[config.mk]
export PLATFORM = sky130hd
export DESIGN_NAME = msrv_32_pc_sequencer_flat
export DESIGN_NICKNAME = d
export VERILOG_FILES = /design/src/rtl/msrv_32_pc_sequencer_if.sv /design/src/rtl/msrv_32_pc_sequencer.sv /design/src/flat_wrapper.sv
export SDC_FILE = /design/constraint.sdc
export NUM_CORES = 1
export LEC_CHECK = 0
export BUFFER_PORTS_ARGS = -buffer_cell sky130_fd_sc_hd__buf_2
export CAP_MARGIN = 15
export CORE_AREA = 2 2 127 92
export CTS_CLUSTER_DIAMETER = 120
export DETAILED_ROUTE_END_ITERATION = 10
export DIE_AREA = 0 0 129 94
export PLACE_DENSITY = 0.75
export SYNTH_ARGS = -nofsm -noshare
export SYNTH_HDL_FRONTEND = slang
export SYNTH_SLANG_ARGS = --single-unit
[constraint.sdc]
create_clock -name clk_in -period 2.4 [get_ports clk_in]
set_clock_uncertainty 0.2 [all_clocks]
set_input_delay 0.36 -clock clk_in [delete_from_list [all_inputs] [get_ports clk_in]]
set_output_delay 0.36 -clock clk_in [all_outputs]
set_load 0.05 [all_outputs]
[src/rtl/msrv_32_pc_sequencer_if.sv]
// Fetch-side bus of the MSRV32 PC sequencer: resolving-branch inputs in, fetch address/request out.
// The sequencer takes the master modport; the fetch/branch environment takes the slave modport.
interface msrv_32_pc_sequencer_if;
    logic        branch_taken_in;
    logic [4:0]  opcode_6_to_2_in;
    logic [31:0] target_addr_in;
    logic        stall_in;
    logic        imem_ready_in;
    logic        trap_taken_in;
    logic [31:0] trap_addr_in;
    logic [31:0] pc_out;
    logic [31:0] pc_plus_4_out;
    logic        imem_req_out;
    logic        flush_out;
    logic        misaligned_instr_out;
    logic [31:0] branch_cnt_out;
    logic [31:0] taken_cnt_out;

    modport master (
        input  branch_taken_in, opcode_6_to_2_in, target_addr_in, stall_in,
               imem_ready_in, trap_taken_in, trap_addr_in,
        output pc_out, pc_plus_4_out, imem_req_out, flush_out,
               misaligned_instr_out, branch_cnt_out, taken_cnt_out
    );

    modport slave (
        output branch_taken_in, opcode_6_to_2_in, target_addr_in, stall_in,
               imem_ready_in, trap_taken_in, trap_addr_in,
        input  pc_out, pc_plus_4_out, imem_req_out, flush_out,
               misaligned_instr_out, branch_cnt_out, taken_cnt_out
    );
endinterface

[src/rtl/msrv_32_pc_sequencer.sv]
// MSRV32 fetch PC sequencer: turns resolved branches/traps into PC redirects with a one-cycle flush.
// Optional branch statistics counters are built when MSRV32_BRANCH_STATS_EN is defined.
module msrv_32_pc_sequencer #(
    parameter logic [31:0] BOOT_ADDR = 32'h0000_0000,
    parameter int unsigned PC_STEP   = 4
) (
    input  logic                        clk_in,
    input  logic                        rst_in,
    msrv_32_pc_sequencer_if.master      bus
);

    localparam logic [4:0] OP_BRANCH = 5'b11000;
    localparam logic [4:0] OP_JAL    = 5'b11011;
    localparam logic [4:0] OP_JALR   = 5'b11001;

    typedef enum logic [1:0] {
        ST_BOOT,
        ST_RUN,
        ST_WAIT,
        ST_FLUSH
    } state_t;

    state_t      state;
    logic [31:0] pc_reg;
    logic        req_reg;
    logic        flush_reg;
    logic        mis_reg;
    logic        pending;
    logic [31:0] pend_target;

    logic        is_ctrl;
    logic        redirect;
    logic [31:0] eff_target;
    logic        apply_any;
    logic [31:0] apply_target;
    logic [31:0] step_pc;
    logic        hold;
    logic        active;

    always_comb begin
        is_ctrl      = (bus.opcode_6_to_2_in == OP_BRANCH) ||
                       (bus.opcode_6_to_2_in == OP_JAL)    ||
                       (bus.opcode_6_to_2_in == OP_JALR);
        redirect     = bus.branch_taken_in && is_ctrl;
        eff_target   = bus.target_addr_in;
        if (bus.opcode_6_to_2_in == OP_JALR) begin
            eff_target = bus.target_addr_in & ~32'd1;
        end
        // A live redirect supersedes anything still pending.
        apply_any    = redirect || pending;
        apply_target = redirect ? eff_target : pend_target;
        step_pc      = pc_reg + 32'(PC_STEP);
        hold         = bus.stall_in || !bus.imem_ready_in;
        active       = (state == ST_RUN) || (state == ST_FLUSH);
    end

    always_ff @(posedge clk_in) begin
        if (rst_in) begin
            state       <= ST_BOOT;
            pc_reg      <= BOOT_ADDR;
            req_reg     <= 1'b0;
            flush_reg   <= 1'b0;
            mis_reg     <= 1'b0;
            pending     <= 1'b0;
            pend_target <= '0;
        end else begin
            flush_reg <= 1'b0;
            mis_reg   <= 1'b0;
            case (state)
                ST_BOOT: begin
                    state   <= ST_RUN;
                    req_reg <= 1'b1;
                end
                default: begin
                    req_reg <= 1'b1;
                    if (bus.trap_taken_in) begin
                        pc_reg    <= bus.trap_addr_in & ~32'd3;
                        flush_reg <= 1'b1;
                        pending   <= 1'b0;
                        state     <= ST_FLUSH;
                    end else if (hold) begin
                        if (redirect) begin
                            pending     <= 1'b1;
                            pend_target <= eff_target;
                        end
                        // A stall alone keeps the current state; an imem wait parks in WAIT.
                        if (!bus.stall_in) begin
                            state <= ST_WAIT;
                        end
                    end else begin
                        pending <= 1'b0;
                        if (apply_any && !apply_target[1]) begin
                            pc_reg    <= apply_target;
                            flush_reg <= 1'b1;
                            state     <= ST_FLUSH;
                        end else begin
                            pc_reg  <= step_pc;
                            mis_reg <= apply_any;
                            state   <= ST_RUN;
                        end
                    end
                end
            endcase
        end
    end

`ifdef MSRV32_BRANCH_STATS_EN
    logic [31:0] branch_cnt;
    logic [31:0] taken_cnt;

    always_ff @(posedge clk_in) begin
        if (rst_in) begin
            branch_cnt <= '0;
            taken_cnt  <= '0;
        end else if (active && !bus.trap_taken_in && !hold && is_ctrl) begin
            branch_cnt <= branch_cnt + 32'd1;
            if (redirect && !eff_target[1]) begin
                taken_cnt <= taken_cnt + 32'd1;
            end
        end
    end

    assign bus.branch_cnt_out = branch_cnt;
    assign bus.taken_cnt_out  = taken_cnt;
`else
    assign bus.branch_cnt_out = '0;
    assign bus.taken_cnt_out  = '0;
`endif

    assign bus.pc_out               = pc_reg;
    assign bus.pc_plus_4_out        = step_pc;
    assign bus.imem_req_out         = req_reg;
    assign bus.flush_out            = flush_reg;
    assign bus.misaligned_instr_out = mis_reg;

endmodule
[src/flat_wrapper.sv]
// flat-port wrapper written by rule: the top's interface ports become plain ports
module msrv_32_pc_sequencer_flat 
#(
    parameter logic [31:0] BOOT_ADDR = 32'h0000_0000,
    parameter int unsigned PC_STEP   = 4
)
  (clk_in, rst_in, bus_branch_taken_in, bus_opcode_6_to_2_in, bus_target_addr_in, bus_stall_in, bus_imem_ready_in, bus_trap_taken_in, bus_trap_addr_in, bus_pc_out, bus_pc_plus_4_out, bus_imem_req_out, bus_flush_out, bus_misaligned_instr_out, bus_branch_cnt_out, bus_taken_cnt_out);
  msrv_32_pc_sequencer_if bus_i ();
  input  logic clk_in;
  input  logic rst_in;
  input wire logic [$bits(bus_i.branch_taken_in)-1:0] bus_branch_taken_in;
  input wire logic [$bits(bus_i.opcode_6_to_2_in)-1:0] bus_opcode_6_to_2_in;
  input wire logic [$bits(bus_i.target_addr_in)-1:0] bus_target_addr_in;
  input wire logic [$bits(bus_i.stall_in)-1:0] bus_stall_in;
  input wire logic [$bits(bus_i.imem_ready_in)-1:0] bus_imem_ready_in;
  input wire logic [$bits(bus_i.trap_taken_in)-1:0] bus_trap_taken_in;
  input wire logic [$bits(bus_i.trap_addr_in)-1:0] bus_trap_addr_in;
  output wire logic [$bits(bus_i.pc_out)-1:0] bus_pc_out;
  output wire logic [$bits(bus_i.pc_plus_4_out)-1:0] bus_pc_plus_4_out;
  output wire logic [$bits(bus_i.imem_req_out)-1:0] bus_imem_req_out;
  output wire logic [$bits(bus_i.flush_out)-1:0] bus_flush_out;
  output wire logic [$bits(bus_i.misaligned_instr_out)-1:0] bus_misaligned_instr_out;
  output wire logic [$bits(bus_i.branch_cnt_out)-1:0] bus_branch_cnt_out;
  output wire logic [$bits(bus_i.taken_cnt_out)-1:0] bus_taken_cnt_out;
  assign bus_i.branch_taken_in = bus_branch_taken_in;
  assign bus_i.opcode_6_to_2_in = bus_opcode_6_to_2_in;
  assign bus_i.target_addr_in = bus_target_addr_in;
  assign bus_i.stall_in = bus_stall_in;
  assign bus_i.imem_ready_in = bus_imem_ready_in;
  assign bus_i.trap_taken_in = bus_trap_taken_in;
  assign bus_i.trap_addr_in = bus_trap_addr_in;
  assign bus_pc_out = bus_i.pc_out;
  assign bus_pc_plus_4_out = bus_i.pc_plus_4_out;
  assign bus_imem_req_out = bus_i.imem_req_out;
  assign bus_flush_out = bus_i.flush_out;
  assign bus_misaligned_instr_out = bus_i.misaligned_instr_out;
  assign bus_branch_cnt_out = bus_i.branch_cnt_out;
  assign bus_taken_cnt_out = bus_i.taken_cnt_out;
  msrv_32_pc_sequencer #(.BOOT_ADDR(BOOT_ADDR), .PC_STEP(PC_STEP)) u_core (.clk_in(clk_in), .rst_in(rst_in), .bus(bus_i));
endmodule
## Yosys cells after proc, flatten, opt, wreduce, memory -nomap -nowiden

Cells that the tools add are included.

- Bits in registers: 70
- Bits of input ports: 75
- Output and inout port bits: 131
- Word-level logic and storage cells: 49

- Add/sub/neg operators: 1
- Equal/unequal tests: 7
- Multiplexer cells: 17
- Bitwise logic cells: 2
- Reductions and logical operators: 14

Operators by type and width:

| kind | number |
|---|---|
| $mux 32 | 4 |
| $add 32x3->32 const B | 1 |
| $eq 5x5->1 const B | 3 |
| $mux 1 | 9 |
| $mux 2 | 4 |
| $reduce_or 5->1 | 1 |
| $logic_or 1x1->1 | 4 |
| $ne 4x4->1 const B | 1 |
| $reduce_and 2->1 | 2 |
| $ne 3x2->1 const B | 1 |
| $ne 3x3->1 const B | 1 |
| $reduce_and 3->1 | 1 |
| $logic_and 1x1->1 | 2 |
| $logic_not 1->1 | 2 |
| $logic_not 2->1 | 1 |
| $ne 2x2->1 const B | 1 |
| $not 1->1 | 2 |
| $reduce_or 2->1 | 1 |

## Longest topological paths before layout

Gate-level depths: netlist (run 1).

- Word-level depth: 11
- Depth in mapped cells: 8
- Gate-level depth less buffers: 6

## Least setup slack after synthesis (run 1)

No wires, ideal clock.

- Path kind: register to output
- Start point: register u_core.pc_reg[18], in the netlist u_core.bus.pc_out[18]
- End point: output port bus_pc_plus_4_out[31]
- Arrival: 2.692 ns
- Data required time: 1.840 ns
- Slack: -0.852 ns
- Cell stages (with the launch flop): 6
- Buffers on the path: 1
- Cells stage by stage: dfxtp_1 > buf_2 > and4_1 > nand4_2 > or4_1 > xnor2_1

- Word-level cells in the longest chain between the ends: 1

RTL lines:

| what | RTL line | text |
|---|---|---|
| start: declaration | msrv_32_pc_sequencer.sv:24 | `logic [31:0] pc_reg;` |
| start signal: assignment | msrv_32_pc_sequencer.sv:77 | `pc_reg <= bus.trap_addr_in & ~32'd3;` |
| start signal: assignment | msrv_32_pc_sequencer.sv:93 | `pc_reg <= apply_target;` |
| start signal: assignment | msrv_32_pc_sequencer.sv:97 | `pc_reg <= step_pc;` |
| $add 32x3->32 | msrv_32_pc_sequencer.sv:52 | `step_pc = pc_reg + 32'(PC_STEP);` |
| end: declaration | flat_wrapper.sv:19 | `output wire logic [$bits(bus_i.pc_plus_4_out)-1:0] bus_pc_plus_4_out;` |

Every way passes these cells.

## Worst setup path in the final report (run 1)

- Start point: register u_core.pc_reg[13], in the netlist u_core.bus.pc_out[13]
- End point: output port bus_pc_plus_4_out[29]

Same word-level chain as after synthesis.

==> results of run 1 <==
-- kinds of logic (layout without fill, tap and decap cells) --
family,count (synthesis),count (layout)
adders and majority gates,1,1
muxes,3,3
buffers and inverters,135,260
other,1,64
xor gates and xnor gates,22,22
AOI/OAI and AO/OA,173,173
DFF,70,70
and+or+nand+nor,252,252
-- registers in the layout, summed over array words and instances, names as in the netlist --
name / count
u_core.bus.flush_out: 1
u_core.bus.imem_req_out: 1
u_core.bus.misaligned_instr_out: 1
u_core.bus.pc_out: 32
u_core.pend_target: 32
u_core.pending: 1
u_core.state: 2
-- report_power, final --
group | internal (W) | total, W | switching (W)
Sequential | 0.00123 | 0.00131 | 0.0000739
Clock | 0.000856 | 0.00135 | 0.000497
Combinational | 0.000450 | 0.00154 | 0.00109
-- placed cells by master (no fill, tap or decap), drive strengths merged, types with 2 or more instances in the layout --
cell     netlist  layout
o211a          2       2
a221oi         3       3
nor3          14      14
nand4         15      15
clkinv         0       3
o2111ai        9       9
or2            9       9
and4          15      15
xnor2         12      12
a21boi         5       5
or4            2       2
a21oi         44      44
a211oi        13      13
buf           77     226
nand3         32      32
inv           17      17
nor2b          4       4
and2           2       2
and3          21      21
o21ai         62      62
clkbuf        41      13
dfxtp         70      70
a41oi          7       7
nand2        103     103
xor2          10      10
o211ai        11      11
nor3b          2       2
conb           1      64
mux2           2       2
a31oi         10      10
nor2          15      15
nor4          11      11
-- stage by stage --
step | util | cells | setup TNS, ns
after global routing | 0.642 | 998 | -2.73
final | 0.642 | 998 | -1.67
after floorplan | - | 720 | -0.205
after CTS | 0.615 | 989 | -1.32
after global placement | 0.555 | 960 | 0
after detailed placement | 0.555 | 960 | 0
-- critical path, delay by kind of cell (launching register included) --
family	cells	cell delay [ns]
XOR/XNOR	1	0.22
buffers and inverters	2	0.22
flip-flops	1	0.37
AND/OR/NAND/NOR	3	0.90
-- worst min-delay path by stage --
stage          depth (start not counted)  slack, ns                      to
2_1_floorplan                          2       0.23  u_core.pend_target[11]
3_3_place_gp                           2       0.24   u_core.pend_target[3]
3_5_place_dp                           2       0.24  u_core.pend_target[29]
4_1_cts                                3       0.06  u_core.pend_target[26]
5_1_grt                                3       0.06  u_core.pend_target[26]
6_report                               3       0.07  u_core.pend_target[26]
-- area by class of cell --
type | count | share of cell area
clock buffers | 12 | 0.0368
clock inverters | 4 | 0.00646
multi-input cells | 515 | 0.474
inverters | 17 | 0.00915
flip-flops and latches | 70 | 0.213
well taps | 153 | 0.0275
repair buffers | 227 | 0.233
-- metal layers --
metal | GRT usage | share of wire
met4 | 0.103 | 0.041
met3 | 0.0541 | 0.099
met5 | 0 | 0
met1 | 0.388 | 0.39
met2 | 0.483 | 0.47
-- repair_timing --
action | 4_1_cts | 5_1_grt
gates resized for setup | 63 | 61
setup buffers | 13 | 9
pin swaps | 20 | 20
endpoints found under the hold margin | 0 | 0
endpoints found under the setup margin | 20 | 22
==> flow_metrics.tcl, run 1 <==
set metrics [dict create \
    ys_top_cells_by_area "dfxtp_1 29%, buf_4 10%, nand2_1 8.0%" \
    yosysSeqAreaShare 0.291 \
    multi_input_area_um2 3300 \
    finalSetupViolCount 17 \
    place_ws_ns 0.0396 \
    via_per_inst 5.71 \
    muxShareOfSynthArea 0.00676 \
    dieArea_um2 12100 \
    synth_xor_area_frac 0.0401 \
    grt_usage 0.294 \
    timing.final.crit_share 1.09 \
    io_buffers 139 \
    clockBufferDepth 2 \
    hold_buffers 0 \
    clock_latency_ns 0.33 \
    drtIter0Drc 680 \
    worst_pin_slew_ns 0.711 \
    syn2layout_area_growth_pct 44.9 \
    syn_area_um2 4810 \
    hold_violations 0 \
    cp-end-kind "primary output" \
    leakagePower_nw 3.09 \
    period_needed_ns 2.62 \
    num_vias 5700 \
    ff2ff_path_depth 9 \
    core_um2 10900 \
    cts-root-buf "clkbuf_16" \
    grt_max_degree 38 \
    yosys-top-cells-count "103 x nand2_1, 70 x dfxtp_1, 66 x buf_4, 56 x o21ai_0, 44 x a21oi_1" \
    maxSlewViolCount 0 \
    hold_class "in -> reg" \
    rsz0062_at_grt "true" \
    fmax_mhz 382 \
    synth_edf_count 0 \
    r2r_start "u_core.bus.pc_out[16]" \
    hpwl_mm 12.6 \
    grt_first_pass_wirelength_mm 27.8 \
    synth-adder-area-share 0.00260 \
    start_util 0.443 \
    ant_nets 0 \
    syn_inst 657 \
    synth_top_family_by_area "simple AND/OR/NAND/NOR gates" \
    path_clk_slew_ns 0.06 \
    layout-drive-gt1-share 0.396 \
    overflow 0 \
    synth.avg_cell_area_um2 7.32 \
    place_area_um2 6020 \
    power.density_nw_per_um2 602 \
    r2r_setup_slack_ns 0.26 \
    final_area_um2 6970 \
    required_ns 1.84 \
    violations "negative setup slack" \
    slowest_delay_ns 0.49 \
    arrival_ns 2.06 \
    drc 0 \
    cp_slowest_cell "or4_4" \
    postSynth.topFlopCell "dfxtp_1" \
    synth_area_leader_cell "dfxtp_1" \
    die_w_um 129 \
    synth-simple-area-share 0.278 \
    drv_cap 0 \
    p_total_w 0.00420 \
    cp_cell_sequence "and4_4 > nand4_4 > or4_4 > xor2_4 > inv_2 > buf_8" \
    crit_type "reg -> out" \
    drt-total-wl_mm 18.5 \
    cts_tree "yes" \
    slew_headroom 0.523 \
    endpoint "bus_pc_plus_4_out[29]" \
    io_pins 206 \
    synthArstFlopShare 0 \
    dr.pass1.iters 5 \
    crit_path_start "u_core.bus.pc_out[13]" \
    clkSinkCount 70 \
    grt_pass1_vias 5311 \
    cts_made_buffers 9 \
    place_congestion 0.939 \
    htreeDepth 3 \
    fin_ws_ns -0.220 \
    yosysWarnings 0 \
    hp-start "bus_target_addr_in[26]" \
    routedWlPerCell_um 18.5 \
    cp_max_fo 4 \
    ys_ff_latch 70 \
    die_y_um 94 \
    ir_drop_v 0.000545 \
    fin_nets 916 \
    worst_r2r_endpoint "u_core.bus.pc_out[30]" \
    synth_top_area_frac 0.291 \
    antenna_found_initial 0 \
    diodes 0 \
    synth.distinct_cells 58 \
    seqCellArea_um2 1490 \
    startpoint_type "flop" \
    whs_ns 0.0709 \
    synth_most_common_cell "nand2_1" \
    synth_compound_area_frac 0.221 \
    rows 32 \
    status "finished, violations left" \
    num-fill-cells 893 \
]
(Power assumes the default switching activity.)
==> run 2: changes to the inputs <==
--- a/config.mk
+++ b/config.mk
@@ -12,6 +12,7 @@
 export DETAILED_ROUTE_END_ITERATION = 10
 export DIE_AREA = 0 0 129 94
 export PLACE_DENSITY = 0.75
+export SETUP_SLACK_MARGIN = 0.15
 export SYNTH_ARGS = -nofsm -noshare
 export SYNTH_HDL_FRONTEND = slang
 export SYNTH_SLANG_ARGS = --single-unit
==> run 2 against run 1 <==
  * The flow still finishes with violations (negative setup slack)
  * Fmax shrank 4.0%
  * Register-to-register slack lost 0.21 ns
  * Design area grew 4.8%
  * Critical path type unchanged
==> flow_metrics.tcl, run 2 (same netlist as run 1, synthesis figures left out) <==
set metrics [dict create \
    startpoint_type "flop" \
    core_um2 10900 \
    drc 0 \
    syn2layout_area_growth_pct 52.0 \
    drtIter0Drc 591 \
    grt_first_pass_wirelength_mm 26.8 \
    ir_drop_v 0.000353 \
    clockBufferDepth 2 \
    drt-total-wl_mm 18.6 \
    fmax_mhz 367 \
    power.density_nw_per_um2 572 \
    maxSlewViolCount 0 \
    place_inst 960 \
    arrival_ns 2.17 \
    clock_latency_ns 0.34 \
    pwr-share-clk 0.302 \
    cts_tree "yes" \
    fin_tns_setup_ns -1.85 \
    final_common_cell "buf_2" \
    dr.pass1.iters 5 \
    dieArea_um2 12100 \
    clkSinkCount 70 \
    whs_ns 0.0690 \
    switching_share 0.403 \
    num_vias 5857 \
    rows 32 \
    final_cell_mix "114 x buf_2, 101 x nand2_1, 83 x buf_4, 64 x conb_1, 56 x o21ai_0" \
    leakagePower_nw 3.28 \
    cp_max_fo 4 \
    status "finished, violations left" \
    cts_made_buffers 9 \
    antenna_found_initial 0 \
    p_total_w 0.00418 \
    io_pins 206 \
    start_util 0.443 \
    hold_class "in -> reg" \
    via_per_inst 5.74 \
    drv_cap 0 \
    fin_ws_ns -0.327 \
    worst_pin_slew_ns 0.802 \
    power.share.combinational 0.385 \
    p_sw_w 0.00168 \
    p_int_w 0.00250 \
    slew_headroom 0.461 \
    ant_nets 0 \
    cp_cell_sequence "ha_4 > nand4_1 > nor4_4 > and4_1 > or2_4 > buf_8" \
    diodes 0 \
    path_clk_slew_ns 0.06 \
    seq_power_share 0.313 \
    stdcell_count 1021 \
    die_y_um 94 \
    place_congestion 0.926 \
    overflow 0 \
    hold_violations 0 \
    cp-end-kind "primary output" \
    required_ns 1.84 \
    slowest_delay_ns 0.51 \
    period_needed_ns 2.73 \
    cts-root-buf "clkbuf_16" \
    hpwl_mm 12.6 \
    cp_slowest_cell "nor4_4" \
    fin_nets 939 \
    layout-drive-gt1-share 0.424 \
    routedWlPerCell_um 18.2 \
    timing.final.crit_share 1.14 \
    grt_usage 0.285 \
    crit_type "reg -> out" \
    io_buffers 139 \
    rsz0062_at_grt "true" \
    finalSetupViolCount 13 \
    hold_buffers 0 \
    htreeDepth 3 \
    violations "negative setup slack" \
    grt_max_degree 33 \
    grt_pass1_vias 5189 \
    die_w_um 129 \
]
## run 2: cell types whose count changed in the layout (fill, tap and decap cells not counted), sizes merged
| cell | previous run | this run |
|---|---|---|
| buf | 226 | 249 |
| bufinv | 1 | 0 |
| clkbuf | 13 | 16 |
| clkinv | 3 | 1 |
## run 2: timing repair
item / 4_1_cts / 5_1_grt
buffers inserted: 16 / 29
setup endpoints to repair: 26 / 26
gates resized for setup: 82 / 61
pin swaps: 20 / 32
## run 2: worst paths after layout
path	depth (start not counted)	startpoint	slack, ns	to
setup / recovery	6	u_core.bus.pc_out[2]	-0.33	bus_pc_plus_4_out[20]
hold / removal	3	bus_target_addr_in[14]	0.07	u_core.pend_target[14]
setup reg to reg	7	u_core.bus.pc_out[2]	0.05	u_core.bus.pc_out[20]
hold reg to reg	2	u_core.pend_target[29]	0.25	u_core.pend_target[29]
## run 2: layout make-up
| cell class | instances | area, µm² |
|---|---|---|
| tap | 153 | 191 |
| clock buffer | 15 | 269 |
| clock inverter | 1 | 5.00 |
| timing repair buffer | 250 | 1860 |
| multi-input combinational | 515 | 3430 |
| fill | 836 | 3540 |
| inverter | 17 | 63.8 |
| sequential | 70 | 1490 |
## run 2: metrics by stage
step / area [µm²] / setup WS, ns / util
after global routing: 7310 / -0.371 / 0.674
after CTS: 6850 / -0.199 / 0.631
after global placement: 6150 / 0.0476 / 0.566
final: 7310 / -0.327 / 0.674
after detailed placement: 6150 / 0.0130 / 0.566
after floorplan: 5440 / -0.0921 / -
## run 2: routing by layer
layer,global-route usage,share of wire,routed length (µm)
met5,0,0,0
met4,0.131,0.052,967
met3,0.0598,0.093,1730
met2,0.450,0.46,8550
met1,0.374,0.40,7380
## run 2: power by group through the flow
stage          Clock, W  Sequential (W)  Combinational (W)
6_report        0.00126         0.00131            0.00161
5_1_grt         0.00132         0.00132            0.00167
4_1_cts         0.00127         0.00130            0.00148
3_5_place_dp          0         0.00132            0.00137
3_3_place_gp          0         0.00132            0.00136
2_1_floorplan         0         0.00155           0.000863
## run 2: worst max-delay path: cells and delay by family, from the launching register on
family | cells | cell delay (ns)
buffers and inverters | 1 | 0.15
adder cells (fa/ha/maj) | 1 | 0.17
AND/OR/NAND/NOR | 4 | 1.13
flip-flops | 1 | 0.39
==> run 3: changes to the inputs <==
--- a/config.mk
+++ b/config.mk
@@ -7,11 +7,12 @@
 export LEC_CHECK = 0
 export BUFFER_PORTS_ARGS = -buffer_cell sky130_fd_sc_hd__buf_2
 export CAP_MARGIN = 15
-export CORE_AREA = 2 2 127 92
+export CORE_AREA = 2 2 102 114
 export CTS_CLUSTER_DIAMETER = 120
 export DETAILED_ROUTE_END_ITERATION = 10
-export DIE_AREA = 0 0 129 94
+export DIE_AREA = 0 0 104 116
 export PLACE_DENSITY = 0.75
+export REMOVE_ABC_BUFFERS = 1
 export SETUP_SLACK_MARGIN = 0.15
 export SYNTH_ARGS = -nofsm -noshare
 export SYNTH_HDL_FRONTEND = slang
==> run 3 against run 2 <==
  * The flow still finishes with violations (negative setup slack)
  * First-iteration DRC count fell by 16%
  * Via count rose by 0.96%
  * Count of clock-buffer cells in the layout fell by 2
  * Global-route usage fell by 1.2 points
  * Largest power group unchanged
  * Largest cell class unchanged
  * Cell count rose by 0.49%
  * Fmax rose by 5.9%
  * Register-to-register slack improved by 0.15 ns
  * Flip-flop and latch count did not move
  * Hold slack improved by 0.0038 ns
  * Core utilization fell by 0.69 points
  * Design area fell by 1.4%
  * Wire length rose by 2.3%
==> flow_metrics.tcl, run 3 (same netlist as run 1, synthesis figures left out) <==
set metrics [dict create \
    status "finished, violations left" \
    violations "negative setup slack" \
    clockBufferDepth 2 \
    fin_nets 950 \
    startpoint_type "flop" \
    drv_cap 0 \
    fin_tns_setup_ns -1.64 \
    die_y_um 116 \
    io_pins 206 \
    maxSlewViolCount 0 \
    path_common_cell "buf_6" \
    overflow 0 \
    path_clk_slew_ns 0.06 \
    io_buffers 139 \
    die_w_um 104 \
    antenna_found_initial 0 \
    utilization 0.667 \
    hold_class "in -> reg" \
    final_common_cell "buf_2" \
    place_area_um2 5830 \
    timing.final.crit_share 1.07 \
    leakagePower_nw 3.32 \
    power.share.combinational 0.381 \
    htreeDepth 3 \
    drt-total-wl_mm 19.1 \
    cp_max_fo 4 \
    fin_ws_ns -0.175 \
    period_needed_ns 2.57 \
    busiest_layer "met2" \
    required_ns 1.84 \
    routedWlPerCell_um 18.6 \
    hold_buffers 0 \
    cp-end-kind "primary output" \
    place_ws_ns 0.00299 \
    cts-root-buf "clkbuf_16" \
    p_total_w 0.00421 \
    grt_usage 0.273 \
    layout-drive-gt1-share 0.416 \
    hpwl_mm 11.8 \
    cts_made_buffers 9 \
    grt_max_degree 31 \
    cp_cell_sequence "buf_6 > nand4_4 > buf_6 > buf_12 > nor3_4 > buf_4 > and3b_1 > or2_4 > buf_8" \
    grt_pass1_vias 5335 \
    core_um2 10800 \
    cp_slowest_cell "dfxtp_2" \
    place_congestion 0.875 \
    grt_first_pass_wirelength_mm 26.6 \
    final_cell_mix "113 x buf_2, 100 x nand2_1, 100 x buf_4, 64 x conb_1, 56 x o21ai_0" \
    final_area_um2 7210 \
    start_util 0.445 \
    power.density_nw_per_um2 584 \
    drc 0 \
    drtIter0Drc 494 \
    hold_violations 0 \
    dieArea_um2 12100 \
    ir_drop_v 0.000322 \
    switching_share 0.405 \
    p_int_w 0.00250 \
    num_vias 5913 \
    arrival_ns 2.01 \
    p_sw_w 0.00170 \
    pwr-share-clk 0.311 \
    diodes 0 \
    met3_usage 0.0399 \
    crit_type "reg -> out" \
    clkSinkCount 70 \
    syn2layout_area_growth_pct 49.8 \
    cts_tree "yes" \
    met2_usage 0.477 \
    rows 40 \
    via_per_inst 5.76 \
    seq_power_share 0.308 \
    rsz0062_at_grt "true" \
    slowest_delay_ns 0.35 \
    fmax_mhz 388 \
    finalSetupViolCount 18 \
    clock_latency_ns 0.34 \
    ant_nets 0 \
    global_route.usage.met1 0.339 \
    dr.pass1.iters 5 \
]
-- run 3: cell types whose count changed in the layout (fill, tap and decap cells not counted), moves of 5 or more --
cell	previous run	this run
dfxtp_1	43	48
buf_4	83	100
dfxtp_4	20	10
dfxtp_2	7	12
-- run 3: power groups by stage --
stage / Combinational, W / Sequential, W / Clock (W)
after floorplan: 0.000686 / 0.00153 / 0
after global placement: 0.00134 / 0.00130 / 0
after detailed placement: 0.00135 / 0.00131 / 0
after CTS: 0.00145 / 0.00129 / 0.00130
after global routing: 0.00167 / 0.00130 / 0.00135
final: 0.00160 / 0.00130 / 0.00131
-- run 3: final timing paths --
path	to	start	depth (start not counted)	slack (ns)
min	u_core.pend_target[29]	bus_target_addr_in[29]	3	0.07
max reg2reg	u_core.bus.pc_out[6]	u_core.bus.pc_out[2]	13	0.20
max	bus_pc_plus_4_out[21]	u_core.bus.pc_out[13]	9	-0.17
min reg2reg	u_core.pend_target[13]	u_core.pend_target[13]	2	0.25
-- run 3: repair_timing --
item,4_1_cts,5_1_grt
resized for setup,100,80
endpoints found under the setup margin,26,26
pin swaps,18,36
setup buffers,17,30
-- run 3: through the flow --
stage,hold WS (ns),cells
2_1_floorplan,0.226,602
3_3_place_gp,0.238,963
3_5_place_dp,0.242,963
4_1_cts,0.0687,996
5_1_grt,0.0852,1026
6_report,0.0727,1026
-- run 3: per-layer routing --
layer,vias up,share of wire,wire length (µm)
met2,424,0.50,9440
met5,-,0,0
met3,89,0.091,1730
met4,0,0.049,938
li1,2649,-,-
met1,2751,0.36,6940
-- run 3: worst max-delay path: cells and delay by family, from the launching register on --
family                 cells  cell delay, ns
buffers and inverters      5            0.69
AND/OR/NAND/NOR            4            0.65
flip-flops                 1            0.35
-- run 3: layout make-up --
class,instances,area (µm²)
Clock buffer,13,270
Clock inverter,3,17.5
Fill cell,841,3600
Inverter,17,63.8
Multi-Input combinational cell,515,3310
Sequential cell,70,1450
Tap cell,147,184
Timing Repair Buffer,261,1910
